**src/rtl/dumbrv_lsu.sv**
```systemverilog
// dumbrv_lsu: load/store unit between execute and writeback.
// Memory ops are broken into little-endian byte beats on a simple
// req/ack byte bus; loads are reassembled and sign/zero-extended,
// non-memory ops pass straight through to writeback.
module dumbrv_lsu #(
    parameter int ADDR_W = 16
) (
    input  logic              clk_i,
    input  logic              rst_ni,
    // execute-stage input
    input  logic              in_valid_i,
    output logic              in_ready_o,
    input  logic [5:0]        op_i,
    input  logic [31:0]       val1_i,
    input  logic [31:0]       val2_i,
    input  logic [4:0]        rd_i,
    // byte memory bus
    output logic              mem_req_o,
    output logic              mem_we_o,
    output logic [ADDR_W-1:0] mem_addr_o,
    output logic [7:0]        mem_wdata_o,
    input  logic              mem_ack_i,
    input  logic [7:0]        mem_rdata_i,
    // writeback
    output logic              wb_valid_o,
    input  logic              wb_ready_i,
    output logic [31:0]       wb_data_o,
    output logic [4:0]        wb_rd_o
);

    typedef enum logic [1:0] {
        IDLE   = 2'd0,
        ACCESS = 2'd1,
        RESP   = 2'd2
    } state_e;

    state_e state_reg;
    state_e state_next;

    // Registered op context, captured on accept
    logic [ADDR_W-1:0] base_reg;
    logic [1:0]        beat_reg;
    logic [1:0]        last_beat_reg;
    logic              store_reg;
    logic              sign_reg;
    logic [31:0]       store_data_reg;
    logic [31:0]       load_buf_reg;
    logic [31:0]       wb_data_reg;
    logic [4:0]        rd_reg;

    // Decode of the incoming op
    logic       accept;
    logic       op_is_mem;
    logic [1:0] op_last_beat;

    // Beat bookkeeping
    logic       final_beat;
    logic       beat_done;

    // Load assembly
    logic [31:0] load_word;
    logic [31:0] load_result;

    // Store byte lanes
    logic [7:0] store_lane [4];

    // Top two op bits select memory ops; size_b wins over size_h
    assign op_is_mem    = (op_i[5:4] == 2'b10);
    assign op_last_beat = op_i[0] ? 2'd0 : (op_i[1] ? 2'd1 : 2'd3);

    // in_ready_o is purely state-decoded, so accept needs only the state
    assign accept     = in_valid_i && (state_reg == IDLE);
    assign final_beat = (beat_reg == last_beat_reg);
    // Acks outside ACCESS fall through this gate and are ignored
    assign beat_done  = (state_reg == ACCESS) && mem_ack_i;

    // State register
    always_ff @(posedge clk_i or negedge rst_ni) begin
        if (!rst_ni) begin
            state_reg <= IDLE;
        end else begin
            state_reg <= state_next;
        end
    end

    // Next-state logic
    always_comb begin
        state_next = state_reg;
        unique case (state_reg)
            IDLE: begin
                if (in_valid_i) begin
                    state_next = op_is_mem ? ACCESS : RESP;
                end
            end
            ACCESS: begin
                if (mem_ack_i && final_beat) begin
                    state_next = store_reg ? IDLE : RESP;
                end
            end
            RESP: begin
                // Return to IDLE only; a new op waits for the next cycle
                if (wb_ready_i) begin
                    state_next = IDLE;
                end
            end
            default: state_next = IDLE;
        endcase
    end

    // Handshake outputs decoded from registered state only
    always_comb begin
        in_ready_o = (state_reg == IDLE);
        mem_req_o  = (state_reg == ACCESS);
        wb_valid_o = (state_reg == RESP);
    end

    // Split store data into byte lanes so the beat index picks one directly
    generate
        for (genvar gi = 0; gi < 4; gi++) begin : g_store_lane
            assign store_lane[gi] = store_data_reg[8*gi +: 8];
        end
    endgenerate

    // Bus address wraps naturally at 2^ADDR_W; no alignment check
    assign mem_addr_o  = base_reg + {{(ADDR_W-2){1'b0}}, beat_reg};
    assign mem_we_o    = store_reg;
    assign mem_wdata_o = store_lane[beat_reg];

    assign wb_data_o = wb_data_reg;
    assign wb_rd_o   = rd_reg;

    // Merge the byte arriving this beat into the collected bytes and extend
    always_comb begin
        load_word = load_buf_reg;
        load_word[{beat_reg, 3'b000} +: 8] = mem_rdata_i;
        load_result = load_word;
        case (last_beat_reg)
            2'd0: load_result = sign_reg ? {{24{load_word[7]}}, load_word[7:0]}
                                         : {24'h000000, load_word[7:0]};
            2'd1: load_result = sign_reg ? {{16{load_word[15]}}, load_word[15:0]}
                                         : {16'h0000, load_word[15:0]};
            // Word loads ignore the sign bit
            default: load_result = load_word;
        endcase
    end

    // Op context capture, beat stepping and writeback data
    always_ff @(posedge clk_i or negedge rst_ni) begin
        if (!rst_ni) begin
            base_reg       <= '0;
            beat_reg       <= 2'd0;
            last_beat_reg  <= 2'd0;
            store_reg      <= 1'b0;
            sign_reg       <= 1'b0;
            store_data_reg <= 32'h0;
            load_buf_reg   <= 32'h0;
            wb_data_reg    <= 32'h0;
            rd_reg         <= 5'd0;
        end else if (accept) begin
            rd_reg <= rd_i;
            if (op_is_mem) begin
                base_reg       <= val1_i[ADDR_W-1:0];
                beat_reg       <= 2'd0;
                last_beat_reg  <= op_last_beat;
                store_reg      <= op_i[3];
                sign_reg       <= op_i[2];
                store_data_reg <= val2_i;
                load_buf_reg   <= 32'h0;
            end else begin
                wb_data_reg <= val1_i;
            end
        end else if (beat_done) begin
            if (!final_beat) begin
                beat_reg     <= beat_reg + 2'd1;
                load_buf_reg <= load_word;
            end else if (!store_reg) begin
                wb_data_reg <= load_result;
            end
        end
    end

endmodule
```
**config.mk**
```make
export PLATFORM = sky130hd
export DESIGN_NAME = dumbrv_lsu
export DESIGN_NICKNAME = d
export VERILOG_FILES = /design/src/rtl/dumbrv_lsu.sv
export SDC_FILE = /design/constraint.sdc
export NUM_CORES = 1
export LEC_CHECK = 0
export BUFFER_PORTS_ARGS = -buffer_cell sky130_fd_sc_hd__buf_4
export CORE_MARGIN = 1
export CORE_UTILIZATION = 53
export DETAILED_ROUTE_END_ITERATION = 10
export PLACE_DENSITY = 0.89
export SLEW_MARGIN = 20
export SYNTH_ARGS = -nofsm -noshare
export SYNTH_HDL_FRONTEND = slang
export SYNTH_SLANG_ARGS = --single-unit
```
**constraint.sdc**
```tcl
create_clock -name clk_i -period 3.9 [get_ports clk_i]
set_clock_uncertainty 0.2 [all_clocks]
set_input_delay 1.17 -clock clk_i [delete_from_list [all_inputs] [get_ports clk_i]]
set_output_delay 1.17 -clock clk_i [all_outputs]
set_load 0.05 [all_outputs]
```
-- Word level (Yosys, flattened, before mapping)
Cells that the tools add are included.
- bits of input ports: 88
- memory bits (read-only): 0
- memories kept: 0
- bits in writable memories: 0
- output and inout bits: 65
- register bits: 125
- word-level logic and storage cells: 68
- bits in latches: 0
- bitwise operators: 1
- reduce and logical (&&, ||, !) cells: 11
- add/sub/neg operators: 3
- divide/modulo/power cells: 0
- shift-type cells: 2
- multipliers: 0
- muxes and demuxes: 28
- magnitude comparators: 1
- eq/ne operators: 12
- operator list (kind ; count):
    32-bit two-way mux ; 11
    32-bit case mux with 2 select lines ; 1
    32-bit bitwise mux ; 1
    8-bit by 7-bit variable shift with 32-bit output, first input constant ; 1
    8-bit by 7-bit variable part select with 32-bit output ; 1
    2-bit two-way mux ; 11
    16-bit by 2-bit adder with 16-bit output ; 1
    8-bit binary-select mux with 2-bit select ; 1
    8-bit two-way mux ; 2
    2-bit by 1-bit inequality test with 1-bit output, second input constant ; 4
    5-bit negator with 7-bit output ; 1
    2-bit inequality test, second input constant ; 3
    2-bit case mux with 3 select lines ; 1
    3-bit AND reduction ; 2
    2-bit by 1-bit == test with 1-bit output, second input constant ; 2
    2-bit == test, second input constant ; 2
    2-bit logical NOT ; 2
    4-bit AND reduction ; 1
    2-bit nonzero test ; 2
    3-bit >= comparator, second input constant ; 1
    1-bit logical AND ; 3
    2-bit inverter with 3-bit output ; 1
    2-bit by 1-bit adder with 2-bit output, second input constant ; 1
    2-bit == test ; 1
    2-bit AND reduction ; 1

-- Depth between registers and ports, before layout
Gate-level depths: netlist of run 1.
- depth in word-level cells: 9
- depth in mapped cells: 9
- mapped depth without buffers: 7

-- Worst setup path before layout of run 1
OpenSTA, ideal clock, no wires.
- path kind: reg-to-output
- start: register beat_reg[1]
- end: output mem_addr_o[8]
- arrival: 2708 ps
- cell stages (with the launch flop): 8
- path slack: -178 ps
- data required time: 2530 ps
- cells stage by stage: dfrtp_1 > buf_1 > inv_1 > fa_1 > nand3b_1 > nor2_1 > and3_1 > xor2_1
- cells in the longest elaborated chain, start to end: 1
- RTL lines (element ; line ; RTL):
    start: declaration ; 42 ; logic [1:0] beat_reg;
    start signal: assignment ; 174 ; beat_reg <= beat_reg + 2'd1;
    16-bit by 2-bit adder with 16-bit output ; 125 ; assign mem_addr_o = base_reg + {{(ADDR_W-2){1'b0}}, beat_reg};
    end: declaration ; 20 ; output logic [ADDR_W-1:0] mem_addr_o,
No other way between the ends.

-- Worst setup path after layout of run 1
- start: register base_reg[0]
- end: output mem_addr_o[14]
- cells in the longest elaborated chain, start to end: 1
- RTL lines (element ; line ; RTL):
    start: declaration ; 41 ; logic [ADDR_W-1:0] base_reg;
    start signal: assignment ; 162 ; base_reg <= val1_i[ADDR_W-1:0];
    16-bit by 2-bit adder with 16-bit output ; 125 ;
No other way between the ends.

==> summary.txt, run 1 <==
Floorplan
  • Initial Utilization: 55.1%
  • Chip height: 109 µm
  • I/O pin count: 153
  • Die W: 109 µm
  • Core footprint: 11,000 µm²
  • DIE AREA: 11,900 µm²
  • Site Rows: 38

Global routing
  • Global-route wire length before repair: 26,400 µm
  • Initial antenna violation count: 0
  • Grt met2 use: 47.9%
  • GR Layer Usage met3: 5.08%
  • Gr ovfl total: 0
  • Met1 GRT Util: 38.8%
  • Gr usage total: 29.6%
  • Vias in the first global route: 5,286
  • Gr busiest metal: met2
  • Largest net degree at the start of global routing: 75

Routing
  • Via-to-Cell Ratio: 5.89
  • Final routed DRC violation total: 0
  • Drt total wl: 17,000 µm
  • Per-cell routed wire length: 18.6 µm
  • Routed Antenna Nets: 0
  • Initial DRC count: 644
  • Drt pass-1 iters: 6
  • Vias: 5,372

Setup path
  • WS Path Type: flop to output port
  • CP Launch Point: base_reg[0]
  • R2r worst-path depth: 7
  • Worst path arrival time: 2460 ps
  • Critical path endpoint category: output port
  • Reg2reg setup slack: 740 ps
  • CP Cell Sequence: ha_2, inv_2, fa_2, nand3b_1, nor4_2, xnor2_1, buf_4
  • Crit Reg-Reg Startpoint: beat_reg[0]
  • Worst EP required: 2530 ps
  • Crit start category: flop
  • Critical path's largest stage delay: 360 ps
  • RR Endpoint: wb_data_o[26]
  • Worst Path Max Fanout: 4
  • Slowest-stage cell, CP: dfrtp_1

Synth
  • Synth cell types: 48
  • Post-Syn Instances: 617
  • Syn Nets: 712
  • EDFF count, synth: 0
  • Synth warnings: 0
  • Post-synthesis async set-or-reset flop share: 100%
  • Syn_area_per_cell: 9.86 µm²
  • Post-synthesis sequential area ratio: 51.4%
  • Mapped Area: 6080 µm²
  • Top FF cell, synth: dfrtp_1
  • #FFs+latches synth: 125

Clock tree
  • Clock tree buffer depth: 2
  • CTS tree: yes
  • H-tree depth: 4
  • Clock slew at reported path FFs: 50 ps
  • CTS root buffer: clkbuf_16
  • Clock latency on the worst-skew pair: 410 ps
  • CTS Buf Count: 17
  • Clock Sinks: 125
  • Hold buffers post-CTS: 0

Place
  • Final HPWL DP: 11,300 µm
  • Routability congestion estimate: 0.893
  • Placed insts: 884
  • Place WS: 407 ps
  • PortBufs: 152

STA
  • Hold WS: 266 ps
  • Hold Vio Cnt, Final: 0
  • Slew @ Worst Pin: 831 ps
  • Period utilization: 98.1%
  • RSZ-0062 raised after global routing: true
  • Post-layout min period: 3830 ps
  • # setup viols final: 0
  • Max-slew violations: 0
  • Worst slew margin: 44.6%
  • Final worst slack: 72.5 ps
  • Fmax: 261 MHz

Cells and area
  • Non-Filler Instances: 912
  • Layout Area Growth over Synthesis: 30.0%
  • Antenna Cells: 0
  • Layout cells sized above 1: 28.1%
  • Commonest non-fill, non-tap cell in the layout: nand2_1
  • Net count, final: 859
  • Commonest non-fill, non-tap cells in the layout: nand2_1 (185), buf_4 (161), dfrtp_1 (125)

Power
  • Reg power frac: 29.6%
  • Clock network fraction of total power: 18.9%
  • Switch share: 46.4%
  • PwrDens: 930 nW/µm²
  • Logic pwr share: 51.5%
  • Leakage power: 4.04 nW
  • Total internal power: 0.00394 W
  • VDD IR max: 0.00101 V
  • Psw: 0.00342 W

Hold path
  • Hold WC Path Type: flop to flop
  • WHS Path Cells: 1
  • Hold EP: load_buf_reg[16]
  • Hold Crit Start: load_buf_reg[16]

Outcome
  • Status: completed

Job
  • Max Cap Viol: 0
[cells in the mapped netlist, types with 7 or more instances]
cell type  count  share of area (%)
and3_1        12                1.2
o21ai_0       31                2.6
nor2_1         9               0.56
nand2_1      186                 11
dfrtp_1      125                 51
nor2b_1       23                2.4
a21oi_1       17                1.4
a22o_1        24                3.5
inv_1         19                1.2
a21o_1        12                1.5
o22a_1        24                3.5
mux4_2         8                3.0
xnor2_1        9                1.3
nor3_1        11               0.91
a221o_1       14                2.3
clkbuf_1      17                1.0
nand3_1        7               0.58
[worst max-delay path by stage]
stage	to	slack (ps)	cells after the start
floorplan	mem_addr_o[8]	-0.3	7
global placement	mem_addr_o[8]	510	8
detailed placement	mem_addr_o[8]	410	8
CTS	mem_addr_o[12]	6	7
global route	mem_addr_o[14]	-40	7
finish	mem_addr_o[14]	70	7
[final cells by class]
| class | count | area [µm²] |
|---|---|---|
| clock buffer | 25 | 505 |
| clock inverter | 2 | 10.0 |
| fill | 794 | 3120 |
| inverter | 19 | 71.3 |
| multi-input combinational | 438 | 2780 |
| sequential | 125 | 3130 |
| tap | 140 | 175 |
| timing repair buffer | 163 | 1240 |
[power groups by stage]
stage                     sequential [W]  combinational (W)  clock, W
after floorplan                  0.00279            0.00199         0
after global placement           0.00214            0.00364         0
after detailed placement         0.00218            0.00373         0
after CTS                        0.00216            0.00376   0.00140
after global routing             0.00223            0.00401   0.00146
final                            0.00217            0.00379   0.00139
[per-layer routing]
metal  wire [µm]  part of all wire [%]
met5           0                     0
met4         439                   2.6
met3        1270                   7.5
met2        8440                    50
met1        6810                    40
[timing repair]
item	CTS	global route
setup buffers	0	1
hold endpoints to repair	0	0
pin swaps	0	4
endpoints found under the setup margin	1	3
gates resized for setup	1	9
[worst max-delay path, delay by kind of cell, from the launching register on]
family / cells / cell delay [ps]
simple gates: 2 / 720
buf+inv: 2 / 270
fa+ha+maj: 2 / 540
xor+xnor: 1 / 150
flops: 1 / 360
[kinds of logic after synthesis]
logic type / Yosys count / synth area share [%]
multiplexers: 16 / 4.32
flip-flops: 125 / 51.4
AO/OA/AOI/OAI: 132 / 16.0
adder cells (fa/ha/maj): 7 / 1.56
buffers and inverters: 54 / 4.20
AND/OR/NAND/NOR: 267 / 19.9
XOR/XNOR: 16 / 2.55
[through the flow]
stage	TNS [ps]	cell area (µm²)	power (W)	util, %
floorplan	-0.274	6110	0.00478	-
global placement	0	7340	0.00578	66.5
detailed placement	0	7340	0.00591	66.5
CTS	0	7860	0.00732	71.2
global route	-37.7	7910	0.00769	71.7
finish	0	7910	0.00736	71.7
Power figures use the tool's default switching activity.
==> inputs of run 2 (changes only) <==
--- a/config.mk
+++ b/config.mk
@@ -5,11 +5,12 @@
 export SDC_FILE = /design/constraint.sdc
 export NUM_CORES = 1
 export LEC_CHECK = 0
+export ABC_AREA = 1
 export BUFFER_PORTS_ARGS = -buffer_cell sky130_fd_sc_hd__buf_4
 export CORE_MARGIN = 1
 export CORE_UTILIZATION = 53
 export DETAILED_ROUTE_END_ITERATION = 10
-export PLACE_DENSITY = 0.89
+export PLACE_DENSITY = 0.88
 export SLEW_MARGIN = 20
 export SYNTH_ARGS = -nofsm -noshare
 export SYNTH_HDL_FRONTEND = slang
==> summary.txt, run 2 <==
Setup path
  • Stages on worst setup path: 10 (+3)
  • WS Path Type: flop to output port
  • CP Launch Point: base_reg[0]
  • Crit start category: flop
  • Crit Reg-Reg Startpoint: beat_reg[0]
  • Capture point of the worst path: mem_addr_o[12]
  • Critical path endpoint category: output port
  • Reg2reg setup slack: 1030 ps (+290 ps)
  • Worst Path Max Fanout: 3 (-1)
  • Worst EP required: 2530 ps (about the same)
  • CP Cell Sequence: ha_1, inv_1, fa_2, nor2_2, nand2_1, nor2_4, nand3_4, nor2_4, xor2_2, buf_6
  • Worst path arrival time: 2410 ps (-50 ps)
  • Slowest-stage cell, CP: dfrtp_1
  • RR Endpoint: wb_data_o[16]
  • Crit-path leading delay family: simple AND/OR/NAND/NOR gates
  • Worst path bufs/invs: 2 (unchanged)
  • R2r worst-path depth: 10 (+3)
  • Critical path's largest stage delay: 370 ps (about the same)
  • Worst path most repeated cell: nor2_4

Clock tree
  • Clock tree buffer depth: 2 (unchanged)
  • CTS root buffer: clkbuf_16
  • Clock slew at reported path FFs: 50 ps (about the same)
  • Clock Sinks: 125 (unchanged)
  • Clock latency on the worst-skew pair: 430 ps (+20 ps)
  • Hold buffers post-CTS: 0 (unchanged)
  • H-tree depth: 4 (unchanged)
  • CTS Buf Count: 17 (unchanged)
  • CTS tree: yes

Cells and area
  • Commonest non-fill, non-tap cell in the layout: nand2_1
  • Layout cells sized above 1: 22.5% (-5.6 points)
  • Net count, final: 1,099 (+28%)
  • Layout Area Growth over Synthesis: 27.5%
  • Post-Layout Inst Area: 8310 µm² (+5.1%)
  • Antenna Cells: 0 (unchanged)
  • Commonest non-fill, non-tap cells in the layout: nand2_1 (380), buf_4 (162), dfrtp_1 (125)

Synth
  • Synth warnings: 0 (unchanged)
  • #FFs+latches synth: 125 (unchanged)
  • Syn_area_per_cell: 7.50 µm² (-24%)
  • Post-Syn Instances: 869 (+41%)
  • Post-synthesis sequential area ratio: 48.0% (-3.4 points)
  • Commonest cells post-synth: nand2_1 (381), dfrtp_1 (125), nor2_1 (57), nand3_1 (56), o21ai_0 (53)
  • Leading area contributor after synthesis: dfrtp_1
  • Top FF cell, synth: dfrtp_1
  • Post-synthesis async set-or-reset flop share: 100% (unchanged)
  • EDFF count, synth: 0 (unchanged)
  • Mapped Area: 6520 µm² (+7.2%)
  • Synth cell types: 32 (-33%)
  • Synth top area share: 48.0% (-3.4 points)
  • Area contributors post-synth: dfrtp_1 (48%), nand2_1 (22%), nand3_1 (4.3%), o21ai_0 (4.1%), nor2_1 (3.3%)
  • Most frequent cell after synthesis: nand2_1
  • Syn Nets: 964 (+35%)

Power
  • Switch share: 48.7% (+2.3 points)
  • Total Power: 0.00815 W (+11%)
  • VDD IR max: 0.000575 V (-43%)
  • Total internal power: 0.00418 W (+6.2%)
  • Leakage power: 4.37 nW (+8.3%)
  • PwrDens: 981 nW/µm² (+5.5%)
  • Logic pwr share: 52.3% (+0.8 points)
  • Clock network fraction of total power: 19.7% (+0.8 points)
  • Psw: 0.00397 W (+16%)
  • Reg power frac: 28.0% (-1.6 points)

Routing
  • Vias: 6,288 (+17%)
  • Initial DRC count: 606 (-5.9%)
  • Drt pass-1 iters: 6 (unchanged)
  • Via-to-Cell Ratio: 5.40 (-8.3%)
  • Final routed DRC violation total: 0 (unchanged)
  • Routed Antenna Nets: 0 (unchanged)
  • Per-cell routed wire length: 15.3 µm (-18%)
  • Drt total wl: 17,800 µm (+5.2%)

STA
  • Post-layout min period: 3780 ps (-42.9 ps)
  • Slew @ Worst Pin: 775 ps (-56.0 ps)
  • Period utilization: 97.0% (-1.1 points)
  • Worst slew margin: 48.3% (+3.7 points)
  • Hold Vio Cnt, Final: 0 (unchanged)
  • # setup viols final: 0 (unchanged)
  • Setup TNS: 0 ps (unchanged)
  • Max-slew violations: 0 (unchanged)
  • Fmax: 264 MHz (+1.1%)

Outcome
  • Status: completed

Floorplan
  • Die W: 113 µm (+3.5%)
  • DIE AREA: 12,700 µm² (+7.0%)
  • Chip height: 113 µm (+3.5%)
  • Initial Utilization: 54.3% (-0.88 points)
  • Core footprint: 12,000 µm² (+8.9%)
  • I/O pin count: 153 (unchanged)
  • Site Rows: 40 (+5.3%)

Place
  • PortBufs: 152 (unchanged)
  • Placed Area: 7680 µm² (+4.6%)
  • Final HPWL DP: 12,200 µm (+7.7%)
  • Routability congestion estimate: 0.853 (-4.4%)

Global routing
  • Met1 GRT Util: 37.1% (-1.7 points)
  • Gr ovfl total: 0 (unchanged)
  • Gr usage total: 29.8% (+0.24 points)
  • Initial antenna violation count: 0 (unchanged)
  • Vias in the first global route: 6,152 (+16%)
  • Global-route wire length before repair: 29,200 µm (+11%)
  • Grt met2 use: 48.1% (+0.17 points)
  • GR Layer Usage met3: 8.62% (+3.5 points)
  • Largest net degree at the start of global routing: 74 (-1.3%)
  • Gr busiest metal: met2

Hold path
  • Hold WC Path Type: flop to flop
  • WHS Path Cells: 2 (+1)

Job
  • Max Cap Viol: 0 (unchanged)
## run 2: cell count changes after synthesis, moves of 23 or more
cell,before,now
nand3_1,7,56
o21ai_1,1,32
a22o_1,24,0
o22a_1,24,0
nor2_1,9,57
nor2b_1,23,0
nand2_1,186,381
## run 2: per-stage QoR
| step | worst slack (ps) | util [%] | hold WS, ps | instances |
|---|---|---|---|---|
| floorplan | 84.0 | - | 244 | 869 |
| global placement | 470 | 63.9 | 258 | 1132 |
| detailed placement | 407 | 63.9 | 260 | 1132 |
| CTS | 4.83 | 68.9 | 275 | 1164 |
| global route | -43.1 | 69.2 | 291 | 1164 |
| finish | 115 | 69.2 | 278 | 1164 |
## run 2: worst reg2reg max path: cells and delay by family (launching register included)
kind                     cells  cell delay, ps
adder cells (fa/ha/maj)      1             510
AO/OA/AOI/OAI                1             120
buffers and inverters        2             620
AND/OR/NAND/NOR              6             990
flip-flops                   1             360
## run 2: timing repair
| item | CTS | global route |
|---|---|---|
| setup endpoints to repair | 1 | 3 |
| buffers inserted | 0 | 0 |
| gates resized for setup | 3 | 7 |
| cloned | 0 | 0 |
## run 2: area by class of cell
class | count | area [µm²]
clock buffers | 25 | 485
clock inverters | 7 | 110
fillers | 954 | 3700
inverters | 47 | 178
multi-input cells | 649 | 2980
flip-flops and latches | 125 | 3130
well taps | 147 | 184
repair buffers | 164 | 1250
## run 2: power by group through the flow
stage / Sequential [W] / Clock [W] / Combinational, W
5_1_grt: 0.00235 / 0.00168 / 0.00461
3_5_place_dp: 0.00227 / 0 / 0.00422
4_1_cts: 0.00227 / 0.00161 / 0.00425
3_3_place_gp: 0.00225 / 0 / 0.00414
6_report: 0.00228 / 0.00161 / 0.00427
2_1_floorplan: 0.00278 / 0 / 0.00256
## run 2: cells by family (layout without fill, tap and decap cells)
logic type | count (synthesis) | after routing | share of synthesized area, %
AO/OA/AOI/OAI | 115 | 115 | 9.91
XOR/XNOR | 14 | 14 | 1.88
adder cells (fa/ha/maj) | 7 | 7 | 1.46
buffers and inverters | 95 | 243 | 7.12
flip-flops | 125 | 125 | 48.0
AND/OR/NAND/NOR | 513 | 513 | 31.6
## run 2: metal layers
metal	share of wire, %	up-vias	wire (µm)
met5	0	-	0
li1	-	3021	-
met4	3.6	0	640
met2	49	265	8750
met3	7.4	57	1320
met1	40	2945	7120
## run 2: worst min-delay path by stage
stage,slack (ps),startpoint,endpoint
2_1_floorplan,240,store_data_reg[16],store_data_reg[16]
3_3_place_gp,260,store_data_reg[9],store_data_reg[9]
3_5_place_dp,260,store_data_reg[14],store_data_reg[14]
4_1_cts,280,store_data_reg[14],store_data_reg[14]
5_1_grt,290,store_data_reg[10],store_data_reg[10]
6_report,280,store_data_reg[14],store_data_reg[14]
